--- config.mk ---
export PLATFORM = sky130hd
export DESIGN_NAME = systolic_array_v2
export DESIGN_NICKNAME = d
export VERILOG_FILES = /design/src/rtl/sa_pkg.sv /design/src/rtl/sa_pe.sv /design/src/rtl/systolic_array_v2.sv
export SDC_FILE = /design/constraint.sdc
export NUM_CORES = 2
export LEC_CHECK = 0
export BUFFER_PORTS_ARGS = -buffer_cell sky130_fd_sc_hd__buf_2
export CORE_ASPECT_RATIO = 0.8
export CORE_MARGIN = 2
export CORE_UTILIZATION = 35
export DETAILED_ROUTE_END_ITERATION = 7
export PLACE_DENSITY = 0.57
export SLEW_MARGIN = 20
export SYNTH_ARGS = -nofsm -noshare
export SYNTH_HDL_FRONTEND = slang
export SYNTH_HIERARCHICAL = 1
export SYNTH_SLANG_ARGS = --single-unit
export TNS_END_PERCENT = 50
--- constraint.sdc ---
create_clock -name clk -period 7.68 [get_ports clk]
set_clock_uncertainty 0.15 [all_clocks]
set_input_delay 0.384 -clock clk [delete_from_list [all_inputs] [get_ports clk]]
set_output_delay 0.384 -clock clk [all_outputs]
set_load 0.02 [all_outputs]
--- src/rtl/sa_pkg.sv ---
// ============================================================================
// Module : sa_pkg
// Brief  : Shared types and constants for the bit-serial systolic array:
//          FSM state encoding, maximum weight precision, precision field
//          width and a helper that qualifies a precision value.
// Rev    : 1.0 - initial release
// ============================================================================
`default_nettype none

package sa_pkg;

  // Largest weight precision the array is built for, and the width of the
  // precision / bit-index fields that travel through the array.
  localparam int MAX_PREC = 8;
  localparam int PREC_W   = 4;

  typedef enum logic [1:0] {
    ST_IDLE  = 2'd0,
    ST_FEED  = 2'd1,
    ST_DRAIN = 2'd2,
    ST_OUT   = 2'd3
  } sa_state_t;

  // A precision is usable when it is non-zero and no larger than the
  // configured maximum.
  function automatic logic prec_legal(input logic [PREC_W-1:0] p,
                                      input int max_prec);
    return (p != '0) && (int'(p) <= max_prec);
  endfunction

endpackage

`default_nettype wire

--- src/rtl/sa_pe.sv ---
// ============================================================================
// Module : sa_pe
// Brief  : Output-stationary bit-serial MAC cell. Each valid beat adds the
//          activation, shifted by its bit weight, when the weight bit is set;
//          the first bit of an element is the two's-complement sign bit and
//          its term is subtracted. Activation, valid and bit index are
//          registered to the right neighbour, the weight bit to the cell
//          below.
// Ports  : clk, rst (sync, active-low), clr (accumulator clear),
//          prec (job precision), act/vld/idx/wbit (inputs from left/above),
//          act_pass/vld_pass/idx_pass/wbit_pass (to right/below), acc.
// Rev    : 1.0 - initial release
// ============================================================================
`default_nettype none

module sa_pe
  import sa_pkg::*;
#(
  parameter int ACT_WIDTH = 16,
  parameter int ACC_WIDTH = 32
) (
  input  logic                        clk,
  input  logic                        rst,
  input  logic                        clr,
  input  logic [PREC_W-1:0]           prec,
  input  logic signed [ACT_WIDTH-1:0] act,
  input  logic                        vld,
  input  logic [PREC_W-1:0]           idx,
  input  logic                        wbit,
  output logic signed [ACT_WIDTH-1:0] act_pass,
  output logic                        vld_pass,
  output logic [PREC_W-1:0]           idx_pass,
  output logic                        wbit_pass,
  output logic signed [ACC_WIDTH-1:0] acc
);

  logic signed [ACC_WIDTH-1:0] act_ext;
  logic signed [ACC_WIDTH-1:0] term;
  logic [PREC_W-1:0]           shamt;

  // Bit idx (0 = MSB) carries weight 2^(prec-1-idx).
  always_comb begin
    act_ext = ACC_WIDTH'(act);
    shamt   = prec - idx - PREC_W'(1);
    term    = act_ext <<< shamt;
  end

  always_ff @(posedge clk) begin
    if (!rst) begin
      act_pass  <= '0;
      vld_pass  <= 1'b0;
      idx_pass  <= '0;
      wbit_pass <= 1'b0;
      acc       <= '0;
    end else begin
      act_pass  <= act;
      vld_pass  <= vld;
      idx_pass  <= idx;
      wbit_pass <= wbit;
      if (clr) begin
        acc <= '0;
      end else if (vld && wbit) begin
        if (idx == '0) begin
          acc <= acc - term;
        end else begin
          acc <= acc + term;
        end
      end
    end
  end

endmodule

`default_nettype wire

--- src/rtl/systolic_array_v2.sv ---
// ============================================================================
// Module : systolic_array_v2
// Brief  : ROWS x COLS output-stationary systolic array computing
//          C = A * W with bit-serial (MSB-first, two's complement) weights.
//          One beat carries one activation per row and one weight bit per
//          column; inputs are skewed so that row i and column j meet at
//          PE(i,j) i+j cycles after entry. Results are read out row-major.
// Ports  : clk, rst (sync, active-low)
//          start/precision/k_len        : job launch (sampled in IDLE)
//          act_valid/act_ready/act_in/w_in : beat stream
//          busy, err (bad-start pulse), done (job-complete pulse)
//          out_valid/out_ready/out_data/out_row/out_col : result stream
// Rev    : 1.0 - initial release
// ============================================================================
`default_nettype none

module systolic_array_v2 #(
  parameter int ROWS      = 4,
  parameter int COLS      = 4,
  parameter int ACT_WIDTH = 16,
  parameter int ACC_WIDTH = 32,
  parameter int MAX_PREC  = sa_pkg::MAX_PREC
) (
  input  logic                                   clk,
  input  logic                                   rst,
  input  logic                                   start,
  input  logic [sa_pkg::PREC_W-1:0]              precision,
  input  logic [15:0]                            k_len,
  input  logic                                   act_valid,
  output logic                                   act_ready,
  input  logic [ROWS*ACT_WIDTH-1:0]              act_in,
  input  logic [COLS-1:0]                        w_in,
  output logic                                   busy,
  output logic                                   err,
  output logic                                   out_valid,
  input  logic                                   out_ready,
  output logic [ACC_WIDTH-1:0]                   out_data,
  output logic [((ROWS > 1) ? $clog2(ROWS) : 1)-1:0] out_row,
  output logic [((COLS > 1) ? $clog2(COLS) : 1)-1:0] out_col,
  output logic                                   done
);

  import sa_pkg::*;

  localparam int RW        = (ROWS > 1) ? $clog2(ROWS) : 1;
  localparam int CW        = (COLS > 1) ? $clog2(COLS) : 1;
  localparam int DRAIN_LEN = ROWS + COLS - 1;
  localparam int DW        = $clog2(DRAIN_LEN + 1);

  sa_state_t state, state_nx;

  logic [PREC_W-1:0] prec_q;
  logic [PREC_W-1:0] bit_idx;
  logic [15:0]       k_len_q;
  logic [15:0]       k_cnt;
  logic [DW-1:0]     drain_cnt;
  logic [RW-1:0]     row_q;
  logic [CW-1:0]     col_q;
  logic              err_q;
  logic              done_q;

  logic start_ok;
  logic start_bad;
  logic beat;
  logic last_beat;
  logic out_fire;
  logic out_last;
  logic clr;

  // Edge-of-array streams and the PE mesh interconnect.
  logic signed [ACT_WIDTH-1:0] row_act [ROWS];
  logic                        row_vld [ROWS];
  logic [PREC_W-1:0]           row_idx [ROWS];
  logic                        col_w   [COLS];

  logic signed [ACT_WIDTH-1:0] h_act [ROWS][COLS];
  logic                        h_vld [ROWS][COLS];
  logic [PREC_W-1:0]           h_idx [ROWS][COLS];
  logic                        v_w   [ROWS][COLS];
  logic signed [ACC_WIDTH-1:0] acc_arr [ROWS][COLS];

  // --------------------------------------------------------------------------
  // Control decode
  // --------------------------------------------------------------------------
  always_comb begin
    start_ok  = (state == ST_IDLE) && start && prec_legal(precision, MAX_PREC);
    start_bad = (state == ST_IDLE) && start && !prec_legal(precision, MAX_PREC);
    beat      = (state == ST_FEED) && act_valid;
    last_beat = beat && (bit_idx == prec_q - PREC_W'(1)) &&
                (k_cnt == k_len_q - 16'd1);
    out_fire  = (state == ST_OUT) && out_ready;
    out_last  = (row_q == RW'(ROWS - 1)) && (col_q == CW'(COLS - 1));
    clr       = start_ok;
  end

  // --------------------------------------------------------------------------
  // FSM
  // --------------------------------------------------------------------------
  always_ff @(posedge clk) begin
    if (!rst) begin
      state <= ST_IDLE;
    end else begin
      state <= state_nx;
    end
  end

  always_comb begin
    state_nx  = state;
    busy      = 1'b0;
    act_ready = 1'b0;
    out_valid = 1'b0;
    case (state)
      ST_IDLE: begin
        if (start_ok) begin
          // An empty reduction has nothing to feed; results are the cleared
          // accumulators.
          state_nx = (k_len == 16'd0) ? ST_OUT : ST_FEED;
        end
      end
      ST_FEED: begin
        busy      = 1'b1;
        act_ready = 1'b1;
        if (last_beat) begin
          state_nx = ST_DRAIN;
        end
      end
      ST_DRAIN: begin
        busy = 1'b1;
        if (drain_cnt == DW'(DRAIN_LEN - 1)) begin
          state_nx = ST_OUT;
        end
      end
      ST_OUT: begin
        busy      = 1'b1;
        out_valid = 1'b1;
        if (out_fire && out_last) begin
          state_nx = ST_IDLE;
        end
      end
      default: state_nx = ST_IDLE;
    endcase
  end

  // --------------------------------------------------------------------------
  // Job counters and pulses
  // --------------------------------------------------------------------------
  always_ff @(posedge clk) begin
    if (!rst) begin
      prec_q    <= '0;
      k_len_q   <= '0;
      bit_idx   <= '0;
      k_cnt     <= '0;
      drain_cnt <= '0;
      row_q     <= '0;
      col_q     <= '0;
      err_q     <= 1'b0;
      done_q    <= 1'b0;
    end else begin
      err_q  <= start_bad;
      done_q <= out_fire && out_last;
      if (start_ok) begin
        prec_q    <= precision;
        k_len_q   <= k_len;
        bit_idx   <= '0;
        k_cnt     <= '0;
        drain_cnt <= '0;
        row_q     <= '0;
        col_q     <= '0;
      end
      if (beat) begin
        if (bit_idx == prec_q - PREC_W'(1)) begin
          bit_idx <= '0;
          k_cnt   <= k_cnt + 16'd1;
        end else begin
          bit_idx <= bit_idx + PREC_W'(1);
        end
      end
      if (state == ST_DRAIN) begin
        drain_cnt <= drain_cnt + DW'(1);
      end
      if (out_fire) begin
        if (col_q == CW'(COLS - 1)) begin
          col_q <= '0;
          row_q <= out_last ? '0 : row_q + RW'(1);
        end else begin
          col_q <= col_q + CW'(1);
        end
      end
    end
  end

  assign err  = err_q;
  assign done = done_q;

  // --------------------------------------------------------------------------
  // Row skew: the activation is taken only on bit 0 of an element and held
  // for the remaining bits, so every beat in the array carries its element's
  // activation. Stage 0 registers the beat; row r adds r more stages.
  // --------------------------------------------------------------------------
  for (genvar r = 0; r < ROWS; r++) begin : g_row
    logic signed [ACT_WIDTH-1:0] act_hold;
    logic signed [ACT_WIDTH-1:0] act_cur;
    logic signed [ACT_WIDTH-1:0] a_sr [0:r];
    logic                        v_sr [0:r];
    logic [PREC_W-1:0]           i_sr [0:r];

    assign act_cur = (bit_idx == '0) ? act_in[r*ACT_WIDTH +: ACT_WIDTH] : act_hold;

    always_ff @(posedge clk) begin
      if (!rst) begin
        act_hold <= '0;
        for (int k = 0; k <= r; k++) begin
          a_sr[k] <= '0;
          v_sr[k] <= 1'b0;
          i_sr[k] <= '0;
        end
      end else begin
        if (beat && (bit_idx == '0)) begin
          act_hold <= act_in[r*ACT_WIDTH +: ACT_WIDTH];
        end
        a_sr[0] <= act_cur;
        v_sr[0] <= beat;
        i_sr[0] <= bit_idx;
        for (int k = 1; k <= r; k++) begin
          a_sr[k] <= a_sr[k-1];
          v_sr[k] <= v_sr[k-1];
          i_sr[k] <= i_sr[k-1];
        end
      end
    end

    assign row_act[r] = a_sr[r];
    assign row_vld[r] = v_sr[r];
    assign row_idx[r] = i_sr[r];
  end

  // Column skew: column c weight bit delayed by c stages after stage 0.
  for (genvar c = 0; c < COLS; c++) begin : g_col
    logic w_sr [0:c];

    always_ff @(posedge clk) begin
      if (!rst) begin
        for (int k = 0; k <= c; k++) begin
          w_sr[k] <= 1'b0;
        end
      end else begin
        w_sr[0] <= w_in[c];
        for (int k = 1; k <= c; k++) begin
          w_sr[k] <= w_sr[k-1];
        end
      end
    end

    assign col_w[c] = w_sr[c];
  end

  // --------------------------------------------------------------------------
  // PE mesh
  // --------------------------------------------------------------------------
  for (genvar r = 0; r < ROWS; r++) begin : g_pe_row
    for (genvar c = 0; c < COLS; c++) begin : g_pe_col
      logic signed [ACT_WIDTH-1:0] a_i;
      logic                        v_i;
      logic [PREC_W-1:0]           x_i;
      logic                        w_i;

      if (c == 0) begin : g_left
        assign a_i = row_act[r];
        assign v_i = row_vld[r];
        assign x_i = row_idx[r];
      end else begin : g_inner_h
        assign a_i = h_act[r][c-1];
        assign v_i = h_vld[r][c-1];
        assign x_i = h_idx[r][c-1];
      end

      if (r == 0) begin : g_top
        assign w_i = col_w[c];
      end else begin : g_inner_v
        assign w_i = v_w[r-1][c];
      end

      sa_pe #(
        .ACT_WIDTH (ACT_WIDTH),
        .ACC_WIDTH (ACC_WIDTH)
      ) u_pe (
        .clk       (clk),
        .rst       (rst),
        .clr       (clr),
        .prec      (prec_q),
        .act       (a_i),
        .vld       (v_i),
        .idx       (x_i),
        .wbit      (w_i),
        .act_pass  (h_act[r][c]),
        .vld_pass  (h_vld[r][c]),
        .idx_pass  (h_idx[r][c]),
        .wbit_pass (v_w[r][c]),
        .acc       (acc_arr[r][c])
      );
    end
  end

  // --------------------------------------------------------------------------
  // Result port
  // --------------------------------------------------------------------------
  always_comb begin
    out_data = (state == ST_OUT) ? acc_arr[row_q][col_q] : '0;
  end

  assign out_row = row_q;
  assign out_col = col_q;

endmodule

`default_nettype wire

Word-level counts from Yosys, hierarchy flattened
Memory sizes are Yosys's and may differ from the RTL's.
Index checks and enable logic that the tools add are counted.
{"block": "classes", "n_addsub": 71, "n_mul": 0, "div_mod_pow": 0, "order_cmp": 3, "n_eq_ne": 12, "shifts": 16, "n_mux": 97, "n_bitwise": 39, "n_reduce_logical": 58}
{"cell": "$mux W32", "count": 19}
{"cell": "$add A32 B32 Y32", "count": 16}
{"cell": "$sshl A16 B4 Y32", "count": 16}
{"cell": "$sub A32 B32 Y32", "count": 16}
{"cell": "$mux W16", "count": 17}
{"cell": "$bmux W128 S2", "count": 1}
{"cell": "$mux W128", "count": 2}
{"cell": "$logic_not A4 Y1", "count": 17}
{"cell": "$sub A4 B1 Y4 const B", "count": 17}
{"cell": "$bmux W32 S2", "count": 1}
{"cell": "$sub A4 B4 Y4", "count": 16}
{"cell": "$mux W4", "count": 13}
{"cell": "$or A1 B1 Y1", "count": 36}
{"cell": "$mux W1", "count": 29}
{"cell": "$logic_and A1 B1 Y1", "count": 27}
{"cell": "$mux W2", "count": 12}
{"cell": "$add A16 B1 Y16 const B", "count": 1}
{"cell": "$eq A16 B16 Y1", "count": 1}
{"cell": "$logic_not A16 Y1", "count": 1}
{"cell": "$reduce_or A16 Y1", "count": 1}
{"cell": "$sub A16 B1 Y16 const B", "count": 1}
{"cell": "$eq A2 B2 Y1 const B", "count": 4}
{"cell": "$pmux W2 S4", "count": 1}
{"cell": "$ge A3 B3 Y1 const B", "count": 2}
{"cell": "21 further kinds", "count": 29}
{"block": "word_totals", "register_bits": 891, "latch_bits": 0, "ram_bits": 220, "rom_bits": 0, "out_inout_bits": 41, "word_cells": 390, "mem_count": 16}
{"name": "g_row[3].a_sr", "depth": 4, "word_bits": 16, "rd": 4, "rd_ports_with_merged_regs": 0, "write_ports": 4, "line_no": "systolic_array_v2.sv:203", "rtl": "logic signed [ACT_WIDTH-1:0] a_sr [0:r];"}
{"name": "g_row[2].a_sr", "depth": 3, "word_bits": 16, "rd": 3, "rd_ports_with_merged_regs": 0, "write_ports": 3, "line_no": "systolic_array_v2.sv:203"}
{"name": "g_row[1].a_sr", "depth": 2, "word_bits": 16, "rd": 2, "rd_ports_with_merged_regs": 0, "write_ports": 2, "line_no": "systolic_array_v2.sv:203"}
{"name": "g_row[0].a_sr", "depth": 1, "word_bits": 16, "rd": 1, "rd_ports_with_merged_regs": 0, "write_ports": 1, "line_no": "systolic_array_v2.sv:203"}
{"name": "g_row[3].i_sr", "depth": 4, "word_bits": 4, "rd": 4, "rd_ports_with_merged_regs": 0, "write_ports": 4, "line_no": "systolic_array_v2.sv:205", "rtl": "logic [PREC_W-1:0] i_sr [0:r];"}
{"name": "g_row[2].i_sr", "depth": 3, "word_bits": 4, "rd": 3, "rd_ports_with_merged_regs": 0, "write_ports": 3, "line_no": "systolic_array_v2.sv:205"}
{"name": "10 more memories"}

Logic depth before layout (Yosys ltp)
{"block": "logic_depth", "word_depth": 8, "depth_mapped": 29}

Cells and area by module
The synthesis kept the hierarchy.
{"mod": "sa_pe (g_pe_row[0].g_pe_col[0].u_pe ...)", "n_inst": 11, "cells_per_inst": 717, "area_each_um2": 5551.6, "seq_area_each_um2": 1081.0}
{"mod": "sa_pe (g_pe_row[3].g_pe_col[0].u_pe ...)", "n_inst": 4, "cells_per_inst": 726, "area_each_um2": 5429.0, "seq_area_each_um2": 1081.0}
{"mod": "systolic_array_v2", "n_inst": 1, "cells_per_inst": 1432, "area_each_um2": 15140.8, "seq_area_each_um2": 6185.9}
{"mod": "sa_pe (g_pe_row[2].g_pe_col[3].u_pe)", "n_inst": 1, "cells_per_inst": 670, "area_each_um2": 5123.7, "seq_area_each_um2": 1081.0}

Worst setup path before layout
No wires, ideal clock.
{"block": "synth_timing", "path_kind": "register to register", "startpoint": "register prec_q[1]", "endpoint": "register g_pe_row[0].g_pe_col[0].u_pe.acc[31]", "setup_ns": 0.116, "arrival_time_ns": 6.115, "required_ns": 7.414, "setup_slack_ns": 1.299, "stages_incl_launch_ff": 29, "path_buffers": 3, "synth_period_minus_slack_ns": 6.381, "path_cell_list": "dfxtp_1 -> ha_1 -> a21o_1 -> a21oi_1 -> xnor2_1 -> clkbuf_1 -> clkbuf_1 -> buf_2 -> nor2_1 -> nand2_1 -> ha_1 -> o21a_1 -> o2111ai_1 -> nor4b_2 -> a21oi_1 -> xnor2_1 -> nor2_1 -> a21oi_1 -> ha_1 -> a21o_1 -> a21o_1 -> a41o_1 -> a21o_1 -> a21oi_1 -> o21ai_0 -> a211oi_1 -> xor2_1 -> a211oi_2 -> a31o_1"}
{"block": "synth_via", "elab_chain_cells": 5, "word_cells_on_any_way": 6, "cone_classes": "4 x add/sub; 1 x shift; 1 x mux"}
{"item": "start: declaration", "line_no": "systolic_array_v2.sv:52", "rtl": "logic [PREC_W-1:0] prec_q;"}
{"item": "start signal: assignment", "line_no": "systolic_array_v2.sv:162", "rtl": "prec_q <= precision;"}
{"item": "$sub A4 B4 Y4 (*)", "line_no": "sa_pe.sv:44", "rtl": "shamt = prec - idx - PREC_W'(1);"}
{"item": "$sub A4 B1 Y4 (*)", "line_no": "sa_pe.sv:44"}
{"item": "$sshl A16 B4 Y32 (*)", "line_no": "sa_pe.sv:45", "rtl": "term = act_ext <<< shamt;"}
{"item": "$add A32 B32 Y32 / $sub A32 B32 Y32 (equally long branches)", "line_no": "sa_pe.sv:66, sa_pe.sv:64"}
{"item": "$mux W32 (*)", "line_no": "sa_pe.sv:63", "rtl": "if (idx == '0) begin"}
{"item": "end signal: assignment", "line_no": "sa_pe.sv:64", "rtl": "acc <= acc - term;"}
{"item": "end signal: assignment", "line_no": "sa_pe.sv:66", "rtl": "acc <= acc + term;"}
{"item": "end: declaration", "line_no": "sa_pe.sv:34", "rtl": "output logic signed [ACC_WIDTH-1:0] acc"}
Every way passes the cells marked *; elsewhere a longest branch is shown, timed or not.
A chain may end at the register's enable or synchronous reset.

Worst setup path after layout
{"block": "layout_timing", "startpoint": "register prec_q[0]", "endpoint": "register g_pe_row[2].g_pe_col[3].u_pe.acc[31]"}
{"block": "layout_via", "elab_chain_cells": 5, "word_cells_on_any_way": 6, "cone_classes": "4 x add/sub; 1 x shift; 1 x mux"}
{"item": "$sub A4 B4 Y4 (*)", "line_no": "sa_pe.sv:44"}
{"item": "$sub A4 B1 Y4 (*)", "line_no": "sa_pe.sv:44"}
{"item": "$sshl A16 B4 Y32 (*)", "line_no": "sa_pe.sv:45"}
{"item": "$add A32 B32 Y32 / $sub A32 B32 Y32 (equally long branches)", "line_no": "sa_pe.sv:66, sa_pe.sv:64"}
{"item": "$mux W32 (*)", "line_no": "sa_pe.sv:63"}
{"item": "end signal: assignment", "line_no": "sa_pe.sv:64"}
{"item": "end signal: assignment", "line_no": "sa_pe.sv:66"}
{"item": "end: declaration", "line_no": "sa_pe.sv:34"}
Marked as above.

==> reports/metrics.yaml <==
clock_tree:
  cts_tree: "done"
  ctsRootBufferMaster: "clkbuf_16"
  clk_path_buf_depth: 3
  clkTransAtPathRegs_ps: 60
  cts_buffers: 139
  htree_levels: 4
  insertion_delay_ps: 830
  clock_sinks: 1085
  post-cts-setup-buffer-count: 0
final_layout:
  area_delta_synth_final_pct: 10.4
  layout.nets: 13300
  drive_gt1_share_pct: 11.5
global_routing:
  antenna_found_initial: 34
  grt_pass1_vias: 85500
  grt_overflow_total: 0
  grt_max_degree: 188
  grt_usage_pct: 23.5
  grt_pass1_wl_mm: 539
detailed_routing:
  avgRoutedWirePerCell_um: 21.6
  drc: 0
  num_vias: 95100
  vias_per_cell: 5.74
  drt-initial-drc-count: 10600
  drt-total-wl_mm: 358
  drt-pass1-iter-count: 8
  postRouteAntennaNets: 0
critical_path:
  required_ps: 8240
  r2r_slack_ps: 670
  r2r_cells: 23
  critPathKind: "reg2reg"
  cp.arrival_ps: 7570
  cp-start-kind: "flip-flop"
  r2r-end: "g_pe_row[2].g_pe_col[3].u_pe/acc[31]"
  crit_path_end_kind: "flip-flop"
  r2r-start: "prec_q[0]"
  path_max_fanout: 16
timing:
  rsz0062_at_grt: "no"
  fin_setup_tns_ps: 0
  fmax_ghz: 0.143
  hold_violations: 0
  setup_viol: 0
  slew_viol_final: 0
  period_share_pct: 91.3
  worst_slack_ps: 671
  post-route-min-period_ps: 7010
  worstMarginPinSlew_ps: 1080
  relSlewSlack_pct: 28.2
worst_hold_path:
  worstHoldPathCells: 3
  hp-start: "w_in[0]"
  hold_path.class: "in2reg"
  min_to: "g_col[0].w_sr[0]"
floorplanning:
  ios: 134
  die_w_um: 604
  core_region_area_um2: 287000
  die-area_um2: 292000
  start_util_pct: 35.1
  rows: 176
  dieHeight_um: 484
logic_synthesis:
  syn_avg_cell_area_um2: 7.92
  synth_fp_nets: 13400
  yosysWarnings: 6
  netlist_instances: 12700
  syn_area_um2: 101000
power:
  p_per_area_nw_per_um2: 226
  comb_power_share_pct: 48.1
  p_clk_share_pct: 28.0
  power_frac_seq_pct: 23.8
  swShare_pct: 41.4
  leakagePower_nw: 43.4
  power.internal_mw: 14.7
  peakVddDrop_v: 0.000190
  p_switching_mw: 10.4
placed_design:
  port_buffers: 133
  pre_cts_slack_ps: 871
  place_congestion: 0.987
  dp_hpwl_mm: 277
status:
  outcome: "finished, final reports clean"
flow_run:
  max_cap_violations: 0
==> power groups by stage <==
stage / clock (mW) / sequential [mW] / combinational [mW]
after floorplan: 0 / 6.00 / 9.35
after global placement: 0 / 6.10 / 11.8
after detailed placement: 0 / 6.10 / 11.7
after CTS: 7.17 / 5.97 / 11.8
after global routing: 7.40 / 5.99 / 13.2
final: 7.03 / 5.97 / 12.1
==> registers in the layout (all words and copies together) (netlist names), 16 cells and up <==
name	cells
g_pe_row.g_pe_col.u_pe/acc	512
g_row.act_hold	64
g_row.a_sr	160
g_row.i_sr	16
g_pe_row.g_pe_col.u_pe/act_pass	192
k_cnt	16
g_pe_row.g_pe_col.u_pe/idx_pass	48
k_len_q	16
==> how the worst max path moves through the flow <==
| stage | from | end |
|---|---|---|
| detailed placement | prec_q[0] | g_pe_row[2].g_pe_col[3].u_pe/acc[31] |
| global placement | prec_q[0] | g_pe_row[2].g_pe_col[3].u_pe/acc[31] |
| global route | prec_q[0] | g_pe_row[2].g_pe_col[3].u_pe/acc[31] |
| finish | prec_q[0] | g_pe_row[2].g_pe_col[3].u_pe/acc[31] |
| floorplan | prec_q[1] | g_pe_row[0].g_pe_col[3].u_pe/acc[31] |
| CTS | prec_q[0] | g_pe_row[2].g_pe_col[3].u_pe/acc[31] |
==> metal layers <==
metal  global-route usage (%)  vias up  share of wire, %
li1                         -    45700                 -
met1                     35.5    45100                48
met2                     33.1     3738                40
met3                     3.66      454               7.8
met4                     8.73        2               4.0
met5                        0        -            0.0036
==> critical path, stage by stage (launching register included) <==
cell and delay, ps:
dfxtp_2 360, buf_12 190, ha_1 200, inv_1 60, fa_1 900, mux2_2 440
mux2i_1 220, o21ai_0 160, mux2_2 350, or4_4 570, nor3_1 460, nor2_1 120
xor2_1 170, ha_1 360, a21oi_1 190, o31ai_1 90, a31oi_1 190, o2111ai_1 240
a31oi_1 220, o21ai_0 210, a211o_1 330, and2_1 160, mux2i_1 160, mux2_1 340
==> layout make-up <==
| type | instances | area [um2] |
|---|---|---|
| Clock buffer | 178 | 3810 |
| Inverter | 335 | 1260 |
| Tap cell | 3827 | 4790 |
| Antenna cell | 28 | 70.1 |
| Sequential cell | 1085 | 21700 |
| Timing Repair Buffer | 448 | 3390 |
| Fill cell | 29500 | 176000 |
| Clock inverter | 74 | 1040 |
| Multi-Input combinational cell | 10600 | 75100 |
==> through the flow <==
| step | hold WS [ps] | instances | util (%) | power, mW | instance area, um2 |
|---|---|---|---|---|---|
| after floorplan | 256 | 12700 | - | 15.3 | 101000 |
| after global routing | 165 | 16500 | 38.7 | 26.6 | 111000 |
| after detailed placement | 269 | 16200 | 36.7 | 17.8 | 105000 |
| after CTS | 120 | 16500 | 38.7 | 25.0 | 111000 |
| after global placement | 267 | 16200 | 36.7 | 17.9 | 105000 |
| final | 171 | 16600 | 38.8 | 25.1 | 111000 |
==> cell usage in the layout, fill, tap and decap left out, types with 110 or more instances in the layout <==
cell	instances
nor2b_1	115
nand3_1	186
mux2_2	150
clkbuf_16	139
buf_2	132
o21a_1	115
a31oi_1	193
nand2_1	1599
a211oi_1	156
a21boi_0	198
dfxtp_1	1077
mux4_2	306
nor2_1	1160
xnor2_1	559
xor2_1	282
nand2b_1	122
a21oi_1	1194
and2_1	551
mux2i_1	334
ha_1	573
inv_1	311
o21ai_0	625
a21o_1	347
and3_1	110
buf_4	206
nor3_1	203
==> timing repair <==
action	CTS	global route
hold buffers	101	0
hold endpoints to repair	209	0
resized for setup	0	0
setup endpoints to repair	0	0
No activity file was read; power rests on OpenSTA's default activity.
